<file path="src/rtl/cobs_pkg.sv">
// Shared types and limits for the COBS framing path.
// Every block that feeds the byte-oriented COBS encoder imports this package.
package cobs_pkg;

  localparam int unsigned COBS_MAX_FRAME = 254;
  localparam int unsigned COBS_DW        = 8;

  typedef enum logic [1:0] {
    IDLE    = 2'd0,
    HEADER  = 2'd1,
    PAYLOAD = 2'd2,
    DRAIN   = 2'd3
  } state_t;

  // Header byte plus payload must fit into one encoder frame.
  function automatic bit cobs_len_ok(input int unsigned max_len, input int unsigned hdr_en);
    int unsigned hdr;
    hdr = (hdr_en != 0) ? 1 : 0;
    return (max_len >= 1) && ((max_len + hdr) <= COBS_MAX_FRAME);
  endfunction

  function automatic int unsigned cobs_idx_w(input int unsigned n);
    return (n > 1) ? $clog2(n) : 1;
  endfunction

endpackage

</file>
<file path="src/rtl/rr_pick.sv">
// Combinational round-robin picker.
// Finds the first set request after ptr_i, wrapping modulo N.
module rr_pick
  import cobs_pkg::*;
#(
  parameter int unsigned N  = 4,
  parameter int unsigned PW = cobs_idx_w(N)
) (
  input  logic [N-1:0]  req_i,
  input  logic [PW-1:0] ptr_i,
  output logic          hit_o,
  output logic [PW-1:0] idx_o
);

  logic [PW:0]  sh;
  logic [N-1:0] rot;
  int           first;

  // Rotate so ptr+1 lands on bit 0, take the lowest set bit, rotate the index back.
  always_comb begin
    sh    = (PW+1)'(ptr_i) + (PW+1)'(1);
    rot   = N'({req_i, req_i} >> sh);
    hit_o = |rot;
    first = 0;
    for (int k = int'(N) - 1; k >= 0; k--) begin
      if (rot[k]) first = k;
    end
    idx_o = PW'((int'(sh) + first) % int'(N));
  end

endmodule

</file>
<file path="src/rtl/cobs_frame_arbiter.sv">
// Packet-granular round-robin arbiter sharing one COBS encoder between N_SRC
// byte streams; adds an optional source-ID header and truncates over-long packets.
module cobs_frame_arbiter
  import cobs_pkg::*;
#(
  parameter int unsigned N_SRC     = 4,
  parameter int unsigned DW        = 8,
  parameter int unsigned HEADER_EN = 1,
  parameter int unsigned MAX_LEN   = 253
) (
  input  logic                clk,
  input  logic                rst,
  input  logic [N_SRC*DW-1:0] s_data,
  input  logic [N_SRC-1:0]    s_valid,
  output logic [N_SRC-1:0]    s_ready,
  input  logic [N_SRC-1:0]    s_last,
  output logic [DW-1:0]       m_data,
  output logic                m_valid,
  input  logic                m_ready,
  output logic                m_last,
  output logic [N_SRC-1:0]    o_grant,
  output logic [N_SRC-1:0]    o_trunc
);

  localparam int unsigned GW = cobs_idx_w(N_SRC);
  localparam int unsigned CW = 8;

  if (!cobs_len_ok(MAX_LEN, HEADER_EN)) begin : g_len_chk
    $error("cobs_frame_arbiter: MAX_LEN plus header exceeds the encoder frame limit");
  end
  if (DW != COBS_DW) begin : g_dw_chk
    $error("cobs_frame_arbiter: DW must match the byte-oriented encoder");
  end

  state_t           state_q, state_d;
  logic [GW-1:0]    gnt_q, gnt_d;
  logic [GW-1:0]    ptr_q, ptr_d;
  logic [CW-1:0]    cnt_q, cnt_d;
  logic [N_SRC-1:0] grant_q, grant_d;
  logic [N_SRC-1:0] trunc_q, trunc_d;

  logic             pick_hit;
  logic [GW-1:0]    pick_idx;
  logic [DW-1:0]    src_data [N_SRC];
  logic             at_cap;
  logic             hs;

  for (genvar i = 0; i < int'(N_SRC); i++) begin : g_src
    assign src_data[i] = s_data[i*DW +: DW];
  end

  rr_pick #(
    .N  (N_SRC),
    .PW (GW)
  ) u_pick (
    .req_i (s_valid),
    .ptr_i (ptr_q),
    .hit_o (pick_hit),
    .idx_o (pick_idx)
  );

  assign at_cap  = (cnt_q == CW'(MAX_LEN - 1));
  assign hs      = s_valid[gnt_q] & m_ready;
  assign o_grant = grant_q;
  assign o_trunc = trunc_q;

  always_ff @(posedge clk or posedge rst) begin
    if (rst) begin
      state_q <= IDLE;
      gnt_q   <= '0;
      ptr_q   <= GW'(N_SRC - 1);
      cnt_q   <= '0;
      grant_q <= '0;
      trunc_q <= '0;
    end else begin
      state_q <= state_d;
      gnt_q   <= gnt_d;
      ptr_q   <= ptr_d;
      cnt_q   <= cnt_d;
      grant_q <= grant_d;
      trunc_q <= trunc_d;
    end
  end

  // Next state plus the combinational byte path between owner and encoder.
  always_comb begin
    state_d = state_q;
    gnt_d   = gnt_q;
    ptr_d   = ptr_q;
    cnt_d   = cnt_q;
    trunc_d = '0;
    m_valid = 1'b0;
    m_data  = '0;
    m_last  = 1'b0;
    s_ready = '0;

    unique case (state_q)
      IDLE: begin
        if (pick_hit) begin
          gnt_d   = pick_idx;
          ptr_d   = pick_idx;
          cnt_d   = '0;
          state_d = (HEADER_EN != 0) ? HEADER : PAYLOAD;
        end
      end
      HEADER: begin
        m_valid = 1'b1;
        m_data  = DW'(gnt_q);
        if (m_ready) state_d = PAYLOAD;
      end
      PAYLOAD: begin
        m_valid        = s_valid[gnt_q];
        m_data         = src_data[gnt_q];
        m_last         = s_last[gnt_q] | at_cap;
        s_ready[gnt_q] = m_ready;
        if (hs) begin
          if (!at_cap) cnt_d = cnt_q + CW'(1);
          if (m_last) begin
            if (s_last[gnt_q]) begin
              state_d = IDLE;
            end else begin
              trunc_d[gnt_q] = 1'b1;
              state_d        = DRAIN;
            end
          end
        end
      end
      DRAIN: begin
        s_ready[gnt_q] = 1'b1;
        if (s_valid[gnt_q] && s_last[gnt_q]) state_d = IDLE;
      end
      default: state_d = IDLE;
    endcase
  end

  always_comb begin
    grant_d = '0;
    if (state_d != IDLE) grant_d = N_SRC'(1) << gnt_d;
  end

endmodule

</file>
<file path="config.mk">
export PLATFORM = sky130hd
export DESIGN_NAME = cobs_frame_arbiter
export DESIGN_NICKNAME = d
export VERILOG_FILES = /design/src/rtl/cobs_pkg.sv /design/src/rtl/rr_pick.sv /design/src/rtl/cobs_frame_arbiter.sv
export SDC_FILE = /design/constraint.sdc
export NUM_CORES = 1
export LEC_CHECK = 0
export BUFFER_PORTS_ARGS = -buffer_cell sky130_fd_sc_hd__buf_2
export CAP_MARGIN = 20
export CORE_UTILIZATION = 45
export CTS_CLUSTER_SIZE = 24
export DETAILED_ROUTE_END_ITERATION = 8
export PLACE_DENSITY = 0.8
export SYNTH_ARGS = -nofsm -noshare
export SYNTH_HDL_FRONTEND = slang
export SYNTH_SLANG_ARGS = --single-unit
</file>
<file path="constraint.sdc">
create_clock -name clk -period 2.15 [get_ports clk]
set_input_delay 0.215 -clock clk [delete_from_list [all_inputs] [get_ports clk]]
set_output_delay 0.215 -clock clk [all_outputs]
set_load 0.02 [all_outputs]
</file>
### After elaboration in Yosys (flattened, before gate mapping)

Cells that the tools add are included.
W data, S select, Z words.

* register bits after elaboration: 22
* input bits: 43
* output and inout port bits: 22
* word-level logic and storage cells: 68

* add/subtract/negate cells: 3
* magnitude comparators: 3
* equal/unequal tests: 7
* shift operators: 2
* multiplexer cells: 35
* bitwise logic cells: 4
* reduce and logical (&&, ||, !) cells: 8

Operators with widths (count)
* $mux W8: 5
* $pmux W8 S2: 2
* $mux W2: 12
* $mux W4: 5
* $bmux W8 S2: 1
* $add A8 B1 Y8 const B: 1
* $eq A8 B8 Y1 const B: 1
* $pmux W2 S4: 1
* $pmux W4 S2: 1
* $shr A8 B3 Y4: 1
* $ne A2 B2 Y1 const B: 3
* $and A4 B4 Y4: 1
* $bmux W1 S2: 2
* $eq A2 B2 Y1 const B: 2
* $mux W1: 4
* $reduce_and A4 Y1: 1
* $reduce_bool A2 Y1: 2
* $reduce_or A4 Y1: 1
* $shl A1 B2 Y4 const A: 1
* $add A2 B1 Y3 const B: 1
* $ge A3 B3 Y1 const B: 1
* $lt A2 B3 Y1 const B: 1
* $not A2 Y3: 1
* $add A2 B2 Y2: 1
* 9 further kinds: 10

### Depth between registers and ports, before layout

Gate-level depths: netlist of the first run.

* depth after elaboration: 11
* mapped depth: 10
* depth with buffers taken out: 10

### Cells and area by module

A second synthesis of the first run with hierarchy kept.

* cells, all modules: 183
* area total of the unflattened synthesis: 1781.7 µm²

By module, submodules not included
* cobs_frame_arbiter: times used 1, cells an instance 156, area an instance 1584.0 µm², sequential area each 553.0 µm²
* rr_pick: times used 1, cells an instance 27, area an instance 197.7 µm², sequential area each 0.0 µm²

### Worst setup path before layout of the first run

OpenSTA, ideal clock, no wires.

* kind: reg-to-reg
* from: register ptr_q[1]
* to: register grant_q[1], in the netlist o_grant[1]
* data arrival time: 2136 ps
* path slack: -74 ps
* cell stages (with the launch flop): 11
* buffers on the path: 1
* path through: dfstp_2 -> clkbuf_1 -> o21ai_0 -> a21oi_1 -> nor3_1 -> a21oi_1 -> ha_1 -> xnor2_1 -> xor3_1 -> mux2i_1 -> nor3b_1

* word-level cells in the longest chain between the ends: 11
* elaborated cells on any way between the ends: 15
* those cells by class: 2 x add/sub; 2 x shift; 9 x mux; 2 x reduce/logical

Ends and longest elaborated chain
* start, declared: line cobs_frame_arbiter.sv:37 `logic [GW-1:0] ptr_q, ptr_d;`
* start signal, assigned: line cobs_frame_arbiter.sv:71 `ptr_q <= GW'(N_SRC - 1);`
* start signal, assigned: line cobs_frame_arbiter.sv:78 `ptr_q <= ptr_d;`
* $add A2 B1 Y3 *: line rr_pick.sv:21 `sh = (PW+1)'(ptr_i) + (PW+1)'(1);`
* $shr A8 B3 Y4: line rr_pick.sv:22 `rot = N'({req_i, req_i} >> sh);`
* $mux W2 (4 in series): line rr_pick.sv:26 `if (rot[k]) first = k;`
* $add A2 B2 Y2: line rr_pick.sv:28 `idx_o = PW'((int'(sh) + first) % int'(N));`
* $mux W2: line cobs_frame_arbiter.sv:99 `if (pick_hit) begin`
* $mux W2: line cobs_frame_arbiter.sv:97 `unique case (state_q)`
* $shl A1 B2 Y4: line cobs_frame_arbiter.sv:138 `if (state_d != IDLE) grant_d = N_SRC'(1) << gnt_d;`
* $mux W4 *: line cobs_frame_arbiter.sv:138
* via grant_d[1]: line cobs_frame_arbiter.sv:39 `logic [N_SRC-1:0] grant_q, grant_d;`
* end signal, assigned: line cobs_frame_arbiter.sv:80 `grant_q <= grant_d;`
* end, declared: line cobs_frame_arbiter.sv:39

The timed path passes the listed nets; every way through them passes the cells marked *.
A chain may end at the register's enable or synchronous reset.

### Worst setup path after layout of the first run

Ends and elaborated chain as after synthesis.

==> results of run 1 <==
## through the flow
step | TNS [ns] | instance area (um^2) | util (%) | worst slack, ns | hold WS [ns]
2_1_floorplan | 0 | 1720 | - | 0.0211 | 0.203
3_3_place_gp | 0 | 2140 | 58.5 | 0.0235 | 0.396
3_5_place_dp | -0.198 | 2140 | 58.5 | -0.108 | 0.399
4_1_cts | 0 | 2240 | 61.1 | 0.0188 | 0.118
5_1_grt | -0.141 | 2300 | 62.9 | -0.0765 | 0.121
6_report | 0 | 2300 | 62.9 | 0.0473 | 0.104
## cells in the mapped netlist, types with 2 or more instances
master / instances
a21oi_1: 5
o211ai_1: 2
a21o_1: 2
ha_1: 7
inv_1: 14
xnor2_1: 2
nand3_1: 6
nand2_1: 8
a22oi_1: 2
nor3b_1: 3
mux4_1: 5
nor4_1: 4
nor2_1: 15
a41oi_1: 2
dfrtp_1: 20
or2_2: 2
o2bb2ai_1: 4
dfstp_2: 2
o41ai_1: 2
o21ai_0: 3
or3_1: 2
nor3_1: 6
mux4_2: 5
and3_1: 6
mux2i_1: 6
clkbuf_1: 7
nand2b_1: 5
nor2b_1: 6
a31oi_1: 3
and2_1: 2
## worst min-delay path by stage
| stage | start | end | slack, ns | depth (start not counted) |
|---|---|---|---|---|
| 2_1_floorplan | rst | cnt_q[0] | 0.20 | 1 |
| 3_3_place_gp | s_last[0] | o_trunc[0] | 0.40 | 2 |
| 3_5_place_dp | s_last[2] | o_trunc[2] | 0.40 | 2 |
| 4_1_cts | s_last[0] | o_trunc[0] | 0.12 | 2 |
| 5_1_grt | s_last[1] | o_trunc[1] | 0.12 | 2 |
| 6_report | rst | state_q[0] | 0.10 | 2 |
## power breakdown
part | internal (W) | total (W) | switching, W
registers | 0.000530 | 0.000649 | 0.000119
logic | 0.000921 | 0.00187 | 0.000953
clock network | 0.000163 | 0.000301 | 0.000138
## worst register-to-register path, delay by kind of cell, from the launching register on
family          cells  cell delay (ns)
flops               1             0.58
xor+xnor            2             0.38
compound gates      3             0.32
simple gates        2             0.28
mux                 1             0.25
fa+ha+maj           1             0.20
## area by class of cell
class                   count  share of cell area, %
clock buffers               4                   2.39
repair buffers             79                   19.1
inverters                  14                   2.28
multi-input cells         130                   49.5
well taps                  48                   2.61
flip-flops and latches     22                   24.1
## logic make-up (layout without fill, tap and decap cells)
family	count (synthesis)	count (layout)	synth area share, %
buf+inv	23	97	5.52
flops	22	22	32.1
mux	17	17	18.3
xor+xnor	4	4	2.90
compound gates	33	33	14.3
fa+ha+maj	7	7	5.08
simple gates	69	69	21.8
## flip-flops by register name, summed over array words and instances (netlist names)
| register | cells |
|---|---|
| cnt_q | 8 |
| gnt_q | 2 |
| o_grant | 4 |
| o_trunc | 4 |
| ptr_q | 2 |
| state_q | 2 |
## routing by layer
| metal | vias up | GRT usage [%] | routed length [um] |
|---|---|---|---|
| li1 | 802 | - | - |
| met1 | 791 | 28.7 | 1860 |
| met2 | 58 | 39.0 | 2130 |
| met3 | 6 | 4.82 | 253 |
| met4 | 0 | 3.41 | 36 |
| met5 | - | 0 | 0 |
## timing repair
item	in CTS	in global routing
setup endpoints to repair	6	9
setup buffers	2	2
resized for setup	7	10
==> impl_metrics.env, run 1 <==
export IMPL_synth_flop_cell="dfrtp_1"
export IMPL_cp_slowest_stage_delay_ns=0.58
export IMPL_ir_worst_vdd_mv=0.933
export IMPL_crit_family="flip-flops"
export IMPL_port_buffers=64
export IMPL_seqCellArea_um2=554
export IMPL_die_area_um2=4080
export IMPL_cpMaxStageDelayCell="dfstp_2"
export IMPL_slew_headroom_pct=43.9
export IMPL_total_power_w=0.00282
export IMPL_core_area_um2=3660
export IMPL_synth_edf_count=0
export IMPL_synthTopCellsByArea="dfrtp_1 29%, mux4_1 7.6%, mux4_2 6.5%"
export IMPL_routed_wl_um=4280
export IMPL_insertion_delay_ns=0.27
export IMPL_final_common_cell="buf_2"
export IMPL_rsz0062_at_grt="yes"
export IMPL_drc=0
export IMPL_cts_htree_levels=1
export IMPL_final_setup_skew_ns=0.00925
export IMPL_powerDensity_nw_per_um2=1230
export IMPL_arrival_ns=2.29
export IMPL_syn_avg_cell_area_um2=9.85
export IMPL_numCtsBuffers=3
export IMPL_setup_violations=0
export IMPL_n_fill_cell=300
export IMPL_startpoint="ptr_q[1]"
export IMPL_antenna_found_initial=0
export IMPL_path_buf_inv=0
export IMPL_hpwl_um=3210
export IMPL_finalHoldViolCount=0
export IMPL_yosys_area_top_type="dfrtp_1"
export IMPL_hp_class="input pin to async pin"
export IMPL_die_y_um=63.9
export IMPL_nNetsFinal=300
export IMPL_io_pins=65
export IMPL_drtAntennaViolNets=0
export IMPL_clk_pin_slew_ns=0.09
export IMPL_cts_tree="built"
export IMPL_dp_cells=289
export IMPL_crit_path_end_kind="register"
export IMPL_finalNonFillerCells=297
export IMPL_wl_per_cell_um=14.4
export IMPL_num_rows=22
export IMPL_postSynthCellCount=175
export IMPL_num_vias=1657
export IMPL_ys_ff_latch=22
export IMPL_cts_root_buf="clkbuf_8"
export IMPL_cts_sinks=22
export IMPL_rr_startpoint="ptr_q[1]"
export IMPL_gr_total_overflow=0
export IMPL_rr_worst_depth=9
export IMPL_ys_async_sr_fraction_pct=100
export IMPL_vias_per_cell=5.58
export IMPL_diodes=0
export IMPL_worstPathRequired_ns=2.33
export IMPL_grt_first_pass_wirelength_um=7250
export IMPL_leakage_nw=1.15
export IMPL_drt_iter0_markers=97
export IMPL_rrSetupSlack_ns=0.05
export IMPL_max_freq_mhz=476
export IMPL_synth_top_area_share_pct=29.0
export IMPL_crit_type="register to register"
export IMPL_drive_above_1_share_pct=43.4
export IMPL_ctsHoldBuffers=0
export IMPL_path_common_cell="a21oi_1"
export IMPL_grtUsageTotal_pct=22.3
export IMPL_multi_input_area_um2=1140
export IMPL_syn_nets=225
export IMPL_synth_sequential_area_ratio_pct=32.1
export IMPL_path_depth=9
export IMPL_critPathLaunchType="register"
export IMPL_status="finished, final reports clean"
export IMPL_syn_area_um2=1720
export IMPL_die_width_um=63.9
export IMPL_area_delta_synth_final_pct=33.6
export IMPL_yosys_warnings=0
export IMPL_cts_buffer_depth=2
export IMPL_fin_crit_sh_pct=97.8
export IMPL_slew_viol_final=0
export IMPL_worstSetupEndpoint="o_grant[1]"
export IMPL_worst_pin_slew_ns=0.841
export IMPL_yosysUniqueCellTypes=47
export IMPL_drv_cap=0
export IMPL_place_gp_congestion=0.902
export IMPL_start_util_pct=47.1
export IMPL_period_minus_slack_ns=2.10
export IMPL_worstPathCellList="o21ai_2, a21oi_1, nor3_1, a21oi_1, ha_2, xnor2_2, xor3_1, mux2i_2, nor3b_2"
export IMPL_grt_max_degree=23
export IMPL_grt_pass1_vias=1636
export IMPL_crit_path_max_fanout=5
export IMPL_r2r_end="o_grant[1]"
export IMPL_final_cell_mix="64 x buf_2, 19 x dfrtp_1, 15 x nor2_1"
export IMPL_drtPass1Iterations=4
Note: power is estimated with default switching activity, not from simulation.
==> inputs of run 2 (changes only) <==
- SYNTH_HIERARCHICAL: unset -> 1
==> run 2 against run 1 <==
The flow now finishes with violations (setup timing). Maximum frequency decreased by 6.2%. Cell count up 4.4%. Via count rose by 4.5%. Synthesized cell count grew 4.6%. Sequential share of layout area fell by 0.87 points. Worst hold slack gained 0.012 ns. Area after synthesis is 3.4% higher. Sequential power decreased by 0.6%. Clock power is 29% higher. Non-clock buffer count rose by 4. Critical path type unchanged. Routed wire length down 0.84%. Critical path depth grew 3.
==> impl_metrics.env, run 2 <==
export IMPL_gr_total_overflow=0
export IMPL_postSynthCellCount=183
export IMPL_worstPathRequired_ns=2.32
export IMPL_yosys_area_top_type="dfrtp_1"
export IMPL_drc=0
export IMPL_die_y_um=64.9
export IMPL_rsz0062_at_grt="yes"
export IMPL_period_minus_slack_ns=2.24
export IMPL_antenna_found_initial=0
export IMPL_setup_violations=4
export IMPL_drtPass1Iterations=4
export IMPL_synthTopCellsByArea="dfrtp_1 28%, mux4_1 7.4%, mux4_2 6.3%"
export IMPL_syn_nets=233
export IMPL_grtUsageTotal_pct=21.6
export IMPL_synth_top_area_share_pct=28.1
export IMPL_p_switching_w=0.00124
export IMPL_grt_max_degree=23
export IMPL_crit_type="register to register"
export IMPL_hold_ws_ns=0.116
export IMPL_ys_top_cells_by_count="20 x dfrtp_1, 15 x nand2_1, 14 x inv_1"
export IMPL_timing_final_ws_setup_ns=-0.0926
export IMPL_syn_avg_cell_area_um2=9.74
export IMPL_synth_edf_count=0
export IMPL_grt_first_pass_wirelength_um=7040
export IMPL_io_pins=65
export IMPL_p_clk_share_pct=13.1
export IMPL_cts_root_buf="clkbuf_8"
export IMPL_place_gp_congestion=0.789
export IMPL_num_vias=1731
export IMPL_final_setup_skew_ns=0.00479
export IMPL_port_buffers=64
export IMPL_drt_iter0_markers=89
export IMPL_grt_pass1_vias=1662
export IMPL_sw_frac_of_total_pct=42.1
export IMPL_cts_tree="built"
export IMPL_arrival_ns=2.42
export IMPL_fin_crit_sh_pct=104
export IMPL_wl_per_cell_um=13.7
export IMPL_final_common_cell="buf_2"
export IMPL_slew_headroom_pct=42.0
export IMPL_ys_async_sr_fraction_pct=100
export IMPL_diodes=0
export IMPL_status="finished, violations left"
export IMPL_finalHoldViolCount=0
export IMPL_intPower_w=0.00171
export IMPL_finalNonFillerCells=310
export IMPL_start_util_pct=47.9
export IMPL_synth_sequential_area_ratio_pct=31.0
export IMPL_yosysMostFrequentCell="dfrtp_1"
export IMPL_hpwl_um=3180
export IMPL_slew_viol_final=0
export IMPL_cts_buffer_depth=2
export IMPL_final_core_util_pct=64.3
export IMPL_crit_path_max_fanout=4
export IMPL_largest_register_ffs=8
export IMPL_dp_cells=300
export IMPL_yosysUniqueCellTypes=45
export IMPL_synth_flop_cell="dfrtp_1"
export IMPL_regMostFlops="cnt_q"
export IMPL_cts_sinks=22
export IMPL_nNetsFinal=313
export IMPL_yosys_warnings=6
export IMPL_max_freq_mhz=446
export IMPL_area_delta_synth_final_pct=34.1
export IMPL_postPlaceCellArea_um2=2220
export IMPL_insertion_delay_ns=0.26
export IMPL_powerDensity_nw_per_um2=1240
export IMPL_clk_pin_slew_ns=0.08
export IMPL_syn_area_um2=1780
export IMPL_power_frac_comb_pct=65.1
export IMPL_n_fill_cell=323
export IMPL_die_area_um2=4220
export IMPL_die_width_um=64.9
export IMPL_routed_wl_um=4250
export IMPL_rr_worst_depth=12
export IMPL_drtAntennaViolNets=0
export IMPL_leakage_nw=1.17
export IMPL_hp_class="input pin to async pin"
export IMPL_crit_path_end_kind="register"
export IMPL_drv_cap=0
export IMPL_ir_worst_vdd_mv=0.702
export IMPL_drive_above_1_share_pct=43.5
export IMPL_ctsHoldBuffers=0
export IMPL_num_rows=22
export IMPL_violations="setup timing"
export IMPL_critPathLaunchType="register"
export IMPL_core_area_um2=3720
export IMPL_worst_pin_slew_ns=0.868
export IMPL_ys_ff_latch=22
export IMPL_cts_htree_levels=1
export IMPL_final_cell_mix="64 x buf_2, 19 x dfrtp_1, 17 x buf_4"
export IMPL_numCtsBuffers=3
export IMPL_power_frac_seq_pct=21.8
export IMPL_stdcell_area_um2=2390
export IMPL_vias_per_cell=5.58
[run 2: final cells by class]
type | count | area [um^2] | area share [%]
Clock buffer | 3 | 41.3 | 1.73
Clock inverter | 1 | 30.0 | 1.26
Inverter | 14 | 52.6 | 2.20
Multi-Input combinational cell | 139 | 1180 | 49.4
Sequential cell | 22 | 554 | 23.2
Tap cell | 48 | 60.1 | 2.51
Timing Repair Buffer | 83 | 470 | 19.7
[run 2: worst paths after layout]
| check | endpoint | from | slack [ns] |
|---|---|---|---|
| max reg2reg | o_grant[1] | ptr_q[1] | -0.09 |
| max in group asynchronous | gnt_q[0] | rst | 1.44 |
| min reg2reg | cnt_q[7] | cnt_q[7] | 0.55 |
| min | cnt_q[0] | rst | 0.12 |
| min in group clk | o_trunc[1] | s_last[1] | 0.12 |
| max | o_grant[1] | ptr_q[1] | -0.09 |
[run 2: power groups by stage]
stage               clock network, W  logic, W  registers, W
global placement                   0   0.00163      0.000650
detailed placement                 0   0.00166      0.000652
finish                      0.000387   0.00193      0.000645
CTS                         0.000391   0.00182      0.000633
global route                0.000403   0.00211      0.000661
floorplan                          0   0.00125      0.000612
[run 2: what timing repair did]
item                       in CTS  in global routing
hold endpoints to repair        0                  0
pin swaps                       0                  2
setup buffers                   5                  1
gates resized for setup         6                  7
setup endpoints to repair       6                  7
[run 2: stage by stage]
step / TNS, ns / power, W / setup slack (ns)
finish: -0.237 / 0.00296 / -0.0926
global route: -0.836 / 0.00317 / -0.216
CTS: -0.126 / 0.00284 / -0.0672
detailed placement: -0.381 / 0.00231 / -0.159
global placement: -0.000407 / 0.00228 / -0.000407
floorplan: 0 / 0.00186 / 0.0140
[run 2: layer usage]
metal | GRT usage (%) | vias up | routed length (um) | part of all wire (%)
li1 | - | 835 | - | -
met4 | 8.61 | 0 | 105 | 2.5
met2 | 38.3 | 67 | 2070 | 49
met3 | 2.99 | 11 | 226 | 5.3
met5 | 0 | - | 0 | 0
met1 | 26.1 | 818 | 1850 | 43
[run 2: cells by family (layout without fill, tap and decap cells)]
| group | count (synthesis) | in the layout | share of synthesized area, % |
|---|---|---|---|
| buffers and inverters | 22 | 101 | 5.69 |
| adders and majority gates | 7 | 7 | 4.92 |
| DFF | 22 | 22 | 31.0 |
| muxes | 18 | 18 | 18.2 |
| xor gates and xnor gates | 3 | 3 | 1.47 |
| and+or+nand+nor | 74 | 74 | 24.0 |
| AOI/OAI and AO/OA | 37 | 37 | 14.7 |
[run 2: worst max-delay path, stage by stage, from the launching register on]
cell	delay [ns]
dfstp_2	0.57
nand2_2	0.07
a2bb2oi_2	0.14
o211ai_1	0.09
o31a_1	0.12
ha_2	0.18
xnor2_2	0.13
xnor2_1	0.14
xnor2_1	0.12
and3_4	0.17
a21oi_4	0.17
inv_2	0.08
a211oi_2	0.17
